$ cat config.mk
export PLATFORM = sky130hd
export DESIGN_NAME = paddle_tracker_flat
export DESIGN_NICKNAME = d
export VERILOG_FILES = /design/src/rtl/paddle_tracker_if.sv /design/src/rtl/paddle_tracker.sv /design/src/flat_wrapper.sv
export SDC_FILE = /design/constraint.sdc
export NUM_CORES = 1
export LEC_CHECK = 0
export CAP_MARGIN = 10
export CORE_UTILIZATION = 50
export CTS_BUF_LIST = sky130_fd_sc_hd__clkbuf_16
export CTS_CLUSTER_SIZE = 8
export DETAILED_ROUTE_END_ITERATION = 12
export PLACE_DENSITY_LB_ADDON = 0.3
export SYNTH_ARGS = -nofsm -noshare
export SYNTH_HDL_FRONTEND = slang
export SYNTH_SLANG_ARGS = --single-unit
$ cat constraint.sdc
create_clock -name clk -period 16.58 [get_ports clk]
set_input_delay 2.487 -clock clk [delete_from_list [all_inputs] [get_ports clk]]
set_output_delay 2.487 -clock clk [all_outputs]
set_load 0.02 [all_outputs]
$ cat src/rtl/paddle_tracker_if.sv
// Ball-in / paddle-out bundle between the ball generator, the tracker and the renderer.
// PADDLE_TRACKER_SCORE_EN adds the saturating hits/misses score outputs.
interface paddle_tracker_if;
  logic        en;
  logic [10:0] ball_x;
  logic [10:0] ball_y;
  logic [10:0] paddle_y;
  logic        hit;
  logic        miss;
  logic [1:0]  state;
`ifdef PADDLE_TRACKER_SCORE_EN
  logic [7:0]  hits;
  logic [7:0]  misses;

  modport master (output en, ball_x, ball_y,
                  input  paddle_y, hit, miss, state, hits, misses);
  modport slave  (input  en, ball_x, ball_y,
                  output paddle_y, hit, miss, state, hits, misses);
`else
  modport master (output en, ball_x, ball_y,
                  input  paddle_y, hit, miss, state);
  modport slave  (input  en, ball_x, ball_y,
                  output paddle_y, hit, miss, state);
`endif
endinterface

$ cat src/rtl/paddle_tracker.sv
// Computer paddle: tracks an approaching ball, recentres on a receding one, flags hit/miss.
// PADDLE_TRACKER_SCORE_EN adds saturating 8-bit hits/misses counters.
module paddle_tracker #(
  parameter int unsigned PADDLE_X = 600,
  parameter int unsigned PADDLE_H = 60,
  parameter int unsigned Y_MIN    = 30,
  parameter int unsigned Y_MAX    = 450,
  parameter int unsigned DEADZONE = 2,
  parameter int unsigned DIV_W    = 18
) (
  input  logic             clk,
  input  logic             rst,
  paddle_tracker_if.slave  bus
);

  localparam int unsigned CW = 11;
  localparam int unsigned WW = CW + 1;

  localparam logic [1:0] S_IDLE   = 2'd0;
  localparam logic [1:0] S_TRACK  = 2'd1;
  localparam logic [1:0] S_RETURN = 2'd2;

  localparam logic [WW-1:0] MID_Y   = WW'((Y_MIN + Y_MAX) / 2);
  localparam logic [WW-1:0] HALF_H  = WW'(PADDLE_H / 2);
  localparam logic [WW-1:0] DZ      = WW'(DEADZONE);
  localparam logic [WW-1:0] LAST_ROW = WW'(PADDLE_H - 1);
  localparam logic [WW-1:0] PY_LO   = WW'(Y_MIN);
  localparam logic [WW-1:0] PY_HI   = WW'(Y_MAX - PADDLE_H);
  localparam logic [CW-1:0] PY_RST  = CW'((Y_MIN + Y_MAX) / 2 - PADDLE_H / 2);
  localparam logic [CW-1:0] PX      = CW'(PADDLE_X);

  logic [DIV_W-1:0] div_q;
  logic             tick;

  logic [1:0]    state_q,  state_nxt;
  logic [CW-1:0] py_q,     py_nxt;
  logic [CW-1:0] prev_x_q, prev_x_nxt;
  logic [CW-1:0] prev_y_q, prev_y_nxt;
  logic          hit_q,    hit_nxt;
  logic          miss_q,   miss_nxt;

  logic [WW-1:0] centre, bottom, target, py_mv;
  logic          crossing;

  assign tick     = bus.en && (div_q == {DIV_W{1'b1}});
  assign centre   = {1'b0, py_q} + HALF_H;
  assign bottom   = {1'b0, py_q} + LAST_ROW;
  assign crossing = (prev_x_q < PX) && (bus.ball_x >= PX);

  // Tick divider; freezes while en is low
  always_ff @(posedge clk or negedge rst) begin
    if (!rst) div_q <= '0;
    else if (bus.en) div_q <= div_q + DIV_W'(1);
  end

  // Next-state, paddle motion and crossing detection
  always_comb begin
    state_nxt  = state_q;
    py_nxt     = py_q;
    prev_x_nxt = prev_x_q;
    prev_y_nxt = prev_y_q;
    hit_nxt    = 1'b0;
    miss_nxt   = 1'b0;
    target     = MID_Y;
    py_mv      = {1'b0, py_q};

    if (tick) begin
      prev_x_nxt = bus.ball_x;
      prev_y_nxt = bus.ball_y;

      case (state_q)
        S_TRACK, S_RETURN: begin
          if (bus.ball_x > prev_x_q)      state_nxt = S_TRACK;
          else if (bus.ball_x < prev_x_q) state_nxt = S_RETURN;

          target = (state_nxt == S_TRACK) ? {1'b0, bus.ball_y} : MID_Y;

          if (target > centre + DZ)      py_mv = {1'b0, py_q} + WW'(1);
          else if (target + DZ < centre) py_mv = {1'b0, py_q} - WW'(1);

          if (py_mv > PY_HI)      py_nxt = CW'(PY_HI);
          else if (py_mv < PY_LO) py_nxt = CW'(PY_LO);
          else                    py_nxt = CW'(py_mv);

          // Hit window uses the paddle position before this tick's move
          if (crossing) begin
            if (({1'b0, bus.ball_y} >= {1'b0, py_q}) && ({1'b0, bus.ball_y} <= bottom))
              hit_nxt = 1'b1;
            else
              miss_nxt = 1'b1;
          end
        end
        default: state_nxt = S_RETURN;
      endcase
    end
  end

  always_ff @(posedge clk or negedge rst) begin
    if (!rst) begin
      state_q  <= S_IDLE;
      py_q     <= PY_RST;
      prev_x_q <= '0;
      prev_y_q <= '0;
      hit_q    <= 1'b0;
      miss_q   <= 1'b0;
    end else begin
      state_q  <= state_nxt;
      py_q     <= py_nxt;
      prev_x_q <= prev_x_nxt;
      prev_y_q <= prev_y_nxt;
      hit_q    <= hit_nxt;
      miss_q   <= miss_nxt;
    end
  end

  assign bus.paddle_y = py_q;
  assign bus.hit      = hit_q;
  assign bus.miss     = miss_q;
  assign bus.state    = state_q;

`ifdef PADDLE_TRACKER_SCORE_EN
  logic [7:0] hits_q, misses_q;

  // Score counters saturate at 255
  always_ff @(posedge clk or negedge rst) begin
    if (!rst) begin
      hits_q   <= '0;
      misses_q <= '0;
    end else begin
      if (hit_nxt && (hits_q != 8'hFF))    hits_q   <= hits_q + 8'd1;
      if (miss_nxt && (misses_q != 8'hFF)) misses_q <= misses_q + 8'd1;
    end
  end

  assign bus.hits   = hits_q;
  assign bus.misses = misses_q;
`endif

endmodule

$ cat src/flat_wrapper.sv
// flat-port wrapper written by rule: the top's interface ports become plain ports
module paddle_tracker_flat 
#(
  parameter int unsigned PADDLE_X = 600,
  parameter int unsigned PADDLE_H = 60,
  parameter int unsigned Y_MIN    = 30,
  parameter int unsigned Y_MAX    = 450,
  parameter int unsigned DEADZONE = 2,
  parameter int unsigned DIV_W    = 18
)
  (clk, rst, bus_en, bus_ball_x, bus_ball_y, bus_paddle_y, bus_hit, bus_miss, bus_state);
  paddle_tracker_if bus_i ();
  input  logic clk;
  input  logic rst;
  input wire logic [$bits(bus_i.en)-1:0] bus_en;
  input wire logic [$bits(bus_i.ball_x)-1:0] bus_ball_x;
  input wire logic [$bits(bus_i.ball_y)-1:0] bus_ball_y;
  output wire logic [$bits(bus_i.paddle_y)-1:0] bus_paddle_y;
  output wire logic [$bits(bus_i.hit)-1:0] bus_hit;
  output wire logic [$bits(bus_i.miss)-1:0] bus_miss;
  output wire logic [$bits(bus_i.state)-1:0] bus_state;
  assign bus_i.en = bus_en;
  assign bus_i.ball_x = bus_ball_x;
  assign bus_i.ball_y = bus_ball_y;
  assign bus_paddle_y = bus_i.paddle_y;
  assign bus_hit = bus_i.hit;
  assign bus_miss = bus_i.miss;
  assign bus_state = bus_i.state;
  paddle_tracker #(.PADDLE_X(PADDLE_X), .PADDLE_H(PADDLE_H), .Y_MIN(Y_MIN), .Y_MAX(Y_MAX), .DEADZONE(DEADZONE), .DIV_W(DIV_W)) u_core (.clk(clk), .rst(rst), .bus(bus_i));
endmodule
==> results.json, run 1 <==
{
  "clkPwrFrac_pct": 42.0,
  "maxSlewHeadroom_pct": 34.7,
  "timing.fmax_ghz": 0.116,
  "syn_nets": 638,
  "status": "complete, no violations",
  "cts_made_buffers": 5,
  "hold_viol_final": 0,
  "synth-async-reset-ratio_pct": 100,
  "yosys_register_bits": 44,
  "ys_warn_count": 0,
  "viasPerCell": 6.21,
  "drive_above_1_share_pct": 6.57,
  "diodes": 0,
  "yosys_most_used_dff": "dfrtp_1",
  "internal-power_mw": 0.205,
  "maxSlewViolCount": 0,
  "grt-ovfl-total": 0,
  "initial_core_util_pct": 52.6,
  "post-place-cells": 678,
  "r2r_cells": 28,
  "cts.clk_slew.worst_paths_ns": 0.06,
  "antenna_found_initial": 0,
  "cts_tree": "done",
  "die_w_um": 98.7,
  "clockRootBuffer": "clkbuf_16",
  "hp-start": "u_core.div_q[7]",
  "globalRouteTotalUtil_pct": 25.7,
  "powerDensity_nw_per_um2": 51.7,
  "die-area_sq_um": 9740,
  "synth.avg_cell_area_sq_um": 8.50,
  "grt_max_degree": 45,
  "fin_skew_ns": 0.00380,
  "tightest_slew_ns": 0.980,
  "yosysSeqAreaShare_pct": 23.6,
  "use_met3_pct": 2.84,
  "drc": 0,
  "io_buffers": 39,
  "synth_top_cell_area_share_pct": 21.4,
  "use_met1_pct": 32.0,
  "start_kind": "input port",
  "core_sq_um": 8890,
  "synth_most_common_cell": "ha_1",
  "hp-class": "reg2reg",
  "min_period_ns": 8.59,
  "rsz0062_at_grt": "false",
  "clkLatencyLatePin_ns": 0.28,
  "grt_busiest_layer": "met2",
  "critical_path_arrival_ns": 8.76,
  "grt_pass1_vias": 4248,
  "synth_cell_types": 76,
  "netlist_area_sq_um": 4680,
  "die_h_um": 98.7,
  "crit_path_end_kind": "register",
  "setup_viol": 0,
  "met2_usage_pct": 46.2,
  "reg2reg_slack_ns": 10.28,
  "syn_to_final_growth_pct": 12.7,
  "drt_wl_total_um": 12000,
  "drv_cap": 0,
  "ios": 40,
  "endpoint": "u_core.bus.paddle_y[0]",
  "fin_ws_ns": 7.99,
  "fin_setup_tns_ns": 0,
  "gp_congestion": 0.944,
  "required_ns": 16.75,
  "fin_crit_sh_pct": 51.8,
  "dp_slack_ns": 7.78,
  "fin_area_sq_um": 5270,
  "postPlaceCellArea_sq_um": 5100,
  "post-cts-setup-buffers": 0,
  "p_leak_nw": 2.34,
  "fin_util_pct": 59.3,
  "routedWlPerCell_um": 17.4,
  "fin_cells": 686,
  "r2r-end": "u_core.bus.paddle_y[0]",
  "synthCells": 550,
  "synth-edff-count": 0,
  "drt_iter0_markers": 310,
  "p_sw_share_pct": 24.5,
  "cts_max_level": 2,
  "cts_resized": 0,
  "peakVddDrop_uv": 50.7,
  "hpwl_um": 9250,
  "pwr-share-seq_pct": 45.2,
  "nets": 665,
  "first_pass_iters": 5,
  "synth.cells.most_frequent": "ha_1 (63), nand2_1 (50), dfrtp_1 (40), xnor2_1 (40), nor2_1 (32)",
  "holdBufCountCts": 0,
  "switchingPower_mw": 0.0667,
  "worstPathMaxFanout": 19,
  "synth_top_cells_by_area": "dfrtp_1 (21%), ha_1 (17%), xnor2_1 (7.5%)",
  "worstSetupPathType": "in2reg",
  "rows": 34,
  "antenna_left": 0,
  "reg2reg_from": "u_core.prev_x_q[1]",
  "yosysTopAreaCell": "dfrtp_1",
  "cts_max_path_buffers": 2,
  "grt_pass1_wl_um": 20300,
  "cts_sinks": 44,
  "startpoint": "bus_ball_x[1]",
  "pwr-share-comb_pct": 12.8,
  "vias": 4263
}
==> flip-flops by register name, indices dropped and copies added, names as in the netlist <==
signal and count:
u_core.bus.paddle_y 11, u_core.bus.hit 1, u_core.bus.state 2, u_core.prev_x_q 11, u_core.bus.miss 1, u_core.div_q 18
==> stage by stage <==
| step | hold WS [ns] | total power, mW |
|---|---|---|
| 2_1_floorplan | 0.434 | 0.143 |
| 3_3_place_gp | 0.453 | 0.158 |
| 3_5_place_dp | 0.453 | 0.160 |
| 4_1_cts | 0.468 | 0.275 |
| 5_1_grt | 0.485 | 0.284 |
| 6_report | 0.466 | 0.272 |
==> cell usage in the layout, fill, tap and decap left out, types with 19 or more instances in the layout <==
cell type        Yosys  layout
a21oi_1             23      23
clkdlybuf4s50_1      0      38
dfrtp_1             40      40
ha_1                63      63
inv_1               30      30
nand2_1             50      50
nand3_1             28      28
nand4_1             19      19
nor2_1              32      32
nor3_1              22      22
o21a_1              20      20
o21ai_0             21      21
xnor2_1             40      40
==> cells by family (layout without fill, tap and decap cells) <==
| kind of cell | count (synthesis) | count (layout) | share of synthesized area (%) |
|---|---|---|---|
| compound gates | 125 | 125 | 19.9 |
| simple gates | 209 | 209 | 23.6 |
| xor+xnor | 53 | 53 | 10.2 |
| mux | 4 | 4 | 0.936 |
| fa+ha+maj | 63 | 63 | 16.9 |
| flops | 44 | 44 | 23.6 |
| buf+inv | 52 | 80 | 4.87 |
==> worst min-delay path by stage <==
stage                     slack [ns]              end  cells past startpoint
after floorplan                 0.43  u_core.div_q[7]                      1
after global placement          0.45  u_core.div_q[7]                      1
after detailed placement        0.45  u_core.div_q[7]                      1
after CTS                       0.47  u_core.div_q[7]                      1
after global routing            0.49  u_core.div_q[7]                      1
final                           0.47  u_core.div_q[7]                      1
==> power groups by stage <==
stage / Sequential (mW) / Combinational (mW) / Clock, mW
2_1_floorplan: 0.123 / 0.0200 / 0
3_3_place_gp: 0.125 / 0.0332 / 0
3_5_place_dp: 0.125 / 0.0348 / 0
4_1_cts: 0.123 / 0.0352 / 0.117
5_1_grt: 0.124 / 0.0394 / 0.121
6_report: 0.123 / 0.0349 / 0.114
==> cell type report <==
class,count,area [sq um]
sequential,44,1110
timing repair buffer,40,393
clock inverter,3,46.3
inverter,32,120
multi-input combinational,454,3340
fill,758,3620
clock buffer,5,125
tap,108,135
==> per-layer routing <==
metal,vias to the layer above,part of all wire (%),routed length (um)
met3,29,5.5,659
met1,2043,43,5090
met2,142,49,5890
li1,2049,-,-
met4,0,2.6,315
met5,-,0,0
==> critical path: stages <==
cell and delay [ns]:
clkdlybuf4s50_1 0.43, ha_1 0.34, nor2b_1 0.14, o21a_1 0.16, o21a_1 0.17, o21a_1 0.16, o21a_1 0.16, o21a_1 0.16
o21bai_1 0.16, a21oi_1 0.10, buf_4 0.22, and2_1 0.19, ha_1 0.25, nand3_1 0.13, nor2_1 0.06, xor2_1 0.13
and2_1 0.17, ha_1 0.30, nand3_1 0.09, nand2_1 0.05, a221oi_1 0.76, and2_1 0.44, nand3_1 0.16, xnor2_1 0.18
o41ai_2 0.39, and4_1 0.39, nor4_1 0.08, o31a_1 0.28
Note: power is estimated with default switching activity, not from simulation.
==> run 2: changes to the inputs <==
Clock period 16.58 ns to 8.3 ns, I/O delays scaled along.
==> run 2 against run 1 <==
Against the previous run:
- cell count stayed put
- cell area did not move
- via count is 0.26% higher
- hold slack is essentially flat
- setup slack worse by 7.1 ns
- critical endpoint unchanged
- die area did not move
- non-clock buffer count unchanged
- global-route usage up 0.35 points
- critical path depth stayed put
- sequential power up 100%
- wire length increased by 0.21%
==> results.json, run 2 (synthesis results as in run 1) <==
{
  "worst_hold_slack_ns": 0.466,
  "multi_input_area_sq_um": 3340,
  "clockRootBuffer": "clkbuf_16",
  "vias": 4274,
  "io_buffers": 39,
  "grt_max_degree": 45,
  "drv_cap": 0,
  "mostFrequentLayoutCell": "ha_1",
  "worstPathMaxFanout": 19,
  "fin_cells": 686,
  "cts.clk_slew.worst_paths_ns": 0.07,
  "grt-ovfl-total": 0,
  "antenna_left": 0,
  "viasPerCell": 6.23,
  "cts_resized": 0,
  "seqCellArea_sq_um": 1110,
  "final_cell_mix": "ha_1 (63), nand2_1 (50), xnor2_1 (40), dfrtp_1 (40), clkdlybuf4s50_1 (38)",
  "maxSlewViolCount": 0,
  "diodes": 0,
  "largest_reg_flops": 18,
  "cts_max_level": 2,
  "initial_core_util_pct": 52.6,
  "fin_util_pct": 59.3,
  "first_pass_iters": 5,
  "holdBufCountCts": 0,
  "cts_made_buffers": 5,
  "hold_viol_final": 0,
  "status": "complete, no violations",
  "tightest_slew_ns": 0.979,
  "start_kind": "input port",
  "p_leak_nw": 2.34,
  "die_w_um": 98.7,
  "maxSlewHeadroom_pct": 34.7,
  "cts_max_path_buffers": 2,
  "die_h_um": 98.7,
  "drt_iter0_markers": 266,
  "timing.fmax_ghz": 0.135,
  "critical_path_arrival_ns": 7.60,
  "postPlaceCellArea_sq_um": 5100,
  "fin_crit_sh_pct": 89.5,
  "drc": 0,
  "ios": 40,
  "drive_above_1_share_pct": 6.57,
  "worstSetupPathType": "in2reg",
  "powerDensity_nw_per_um2": 103,
  "cts_sinks": 44,
  "fin_setup_tns_ns": 0,
  "globalRouteTotalUtil_pct": 26.1,
  "clkLatencyLatePin_ns": 0.28,
  "rsz0062_at_grt": "false",
  "hp-class": "reg2reg",
  "slowest_stage": "a221oi_1",
  "core_sq_um": 8890,
  "cts_tree": "done",
  "grt_pass1_vias": 4275,
  "post-cts-setup-buffers": 0,
  "crit_top_cell": "o21a_1",
  "fill_cells": 816,
  "required_ns": 8.47,
  "post-place-cells": 678,
  "slowest_delay_ns": 0.80,
  "top_register": "u_core.div_q",
  "rows": 34,
  "setup_viol": 0,
  "syn_to_final_growth_pct": 12.7,
  "fin_area_sq_um": 5270,
  "fin_skew_ns": 0.00431,
  "grt_pass1_wl_um": 20500,
  "gp_congestion": 0.932,
  "nets": 665,
  "crit_path_end_kind": "register",
  "antenna_found_initial": 0,
  "hpwl_um": 9270,
  "die-area_sq_um": 9740,
  "drt_wl_total_um": 12000,
  "routedWlPerCell_um": 17.5,
  "peakVddDrop_uv": 113,
  "min_period_ns": 7.43
}
-- run 2: cell counts in the layout (fill, tap and decap cells not counted) --
Identical to the previous run, type by type.
-- run 2: cell type report --
class                   count  area share, %
flip-flops and latches     44           21.0
multi-input cells         454           63.5
inverters                  32           2.28
repair buffers             40           7.46
clock buffers               5           2.37
clock inverters             3          0.879
well taps                 108           2.56
-- run 2: through the flow --
| step | setup slack [ns] | total power, mW |
|---|---|---|
| finish | 0.870 | 0.545 |
| global route | 0.549 | 0.569 |
| CTS | 0.993 | 0.551 |
| global placement | 0.939 | 0.315 |
| floorplan | 1.81 | 0.286 |
| detailed placement | 0.716 | 0.320 |
-- run 2: per-layer routing --
layer | vias up | share of wire (%) | GRT usage [%]
met5 | - | 0 | 0
met4 | 0 | 3.2 | 11.3
li1 | 2056 | - | -
met2 | 170 | 49 | 45.1
met1 | 2018 | 42 | 33.1
met3 | 30 | 5.9 | 2.84
-- run 2: critical path: cells and delay by family --
family / cells / cell delay, ns
AND/OR/NAND/NOR: 10 / 1.89
adder cells (fa/ha/maj): 3 / 0.87
XOR/XNOR: 2 / 0.32
buffers and inverters: 3 / 0.68
AO/OA/AOI/OAI: 10 / 2.56
-- run 2: final timing paths --
path	start	end	slack, ns	cells after the start
max	bus_ball_x[1]	u_core.bus.paddle_y[0]	0.87	28
min	u_core.div_q[7]	u_core.div_q[7]	0.47	1
max reg2reg	u_core.prev_x_q[1]	u_core.bus.paddle_y[0]	1.89	28
min reg2reg	u_core.div_q[7]	u_core.div_q[7]	0.47	1
max in group asynchronous	rst	u_core.bus.paddle_y[9]	6.57	1
min in group asynchronous	rst	u_core.prev_x_q[8]	1.11	1
-- run 2: where the power goes --
group	total, mW	internal, mW	switching, mW
clock	0.229	0.143	0.0860
combinational	0.0696	0.0369	0.0327
sequential	0.246	0.231	0.0157
total	0.545	0.411	0.134
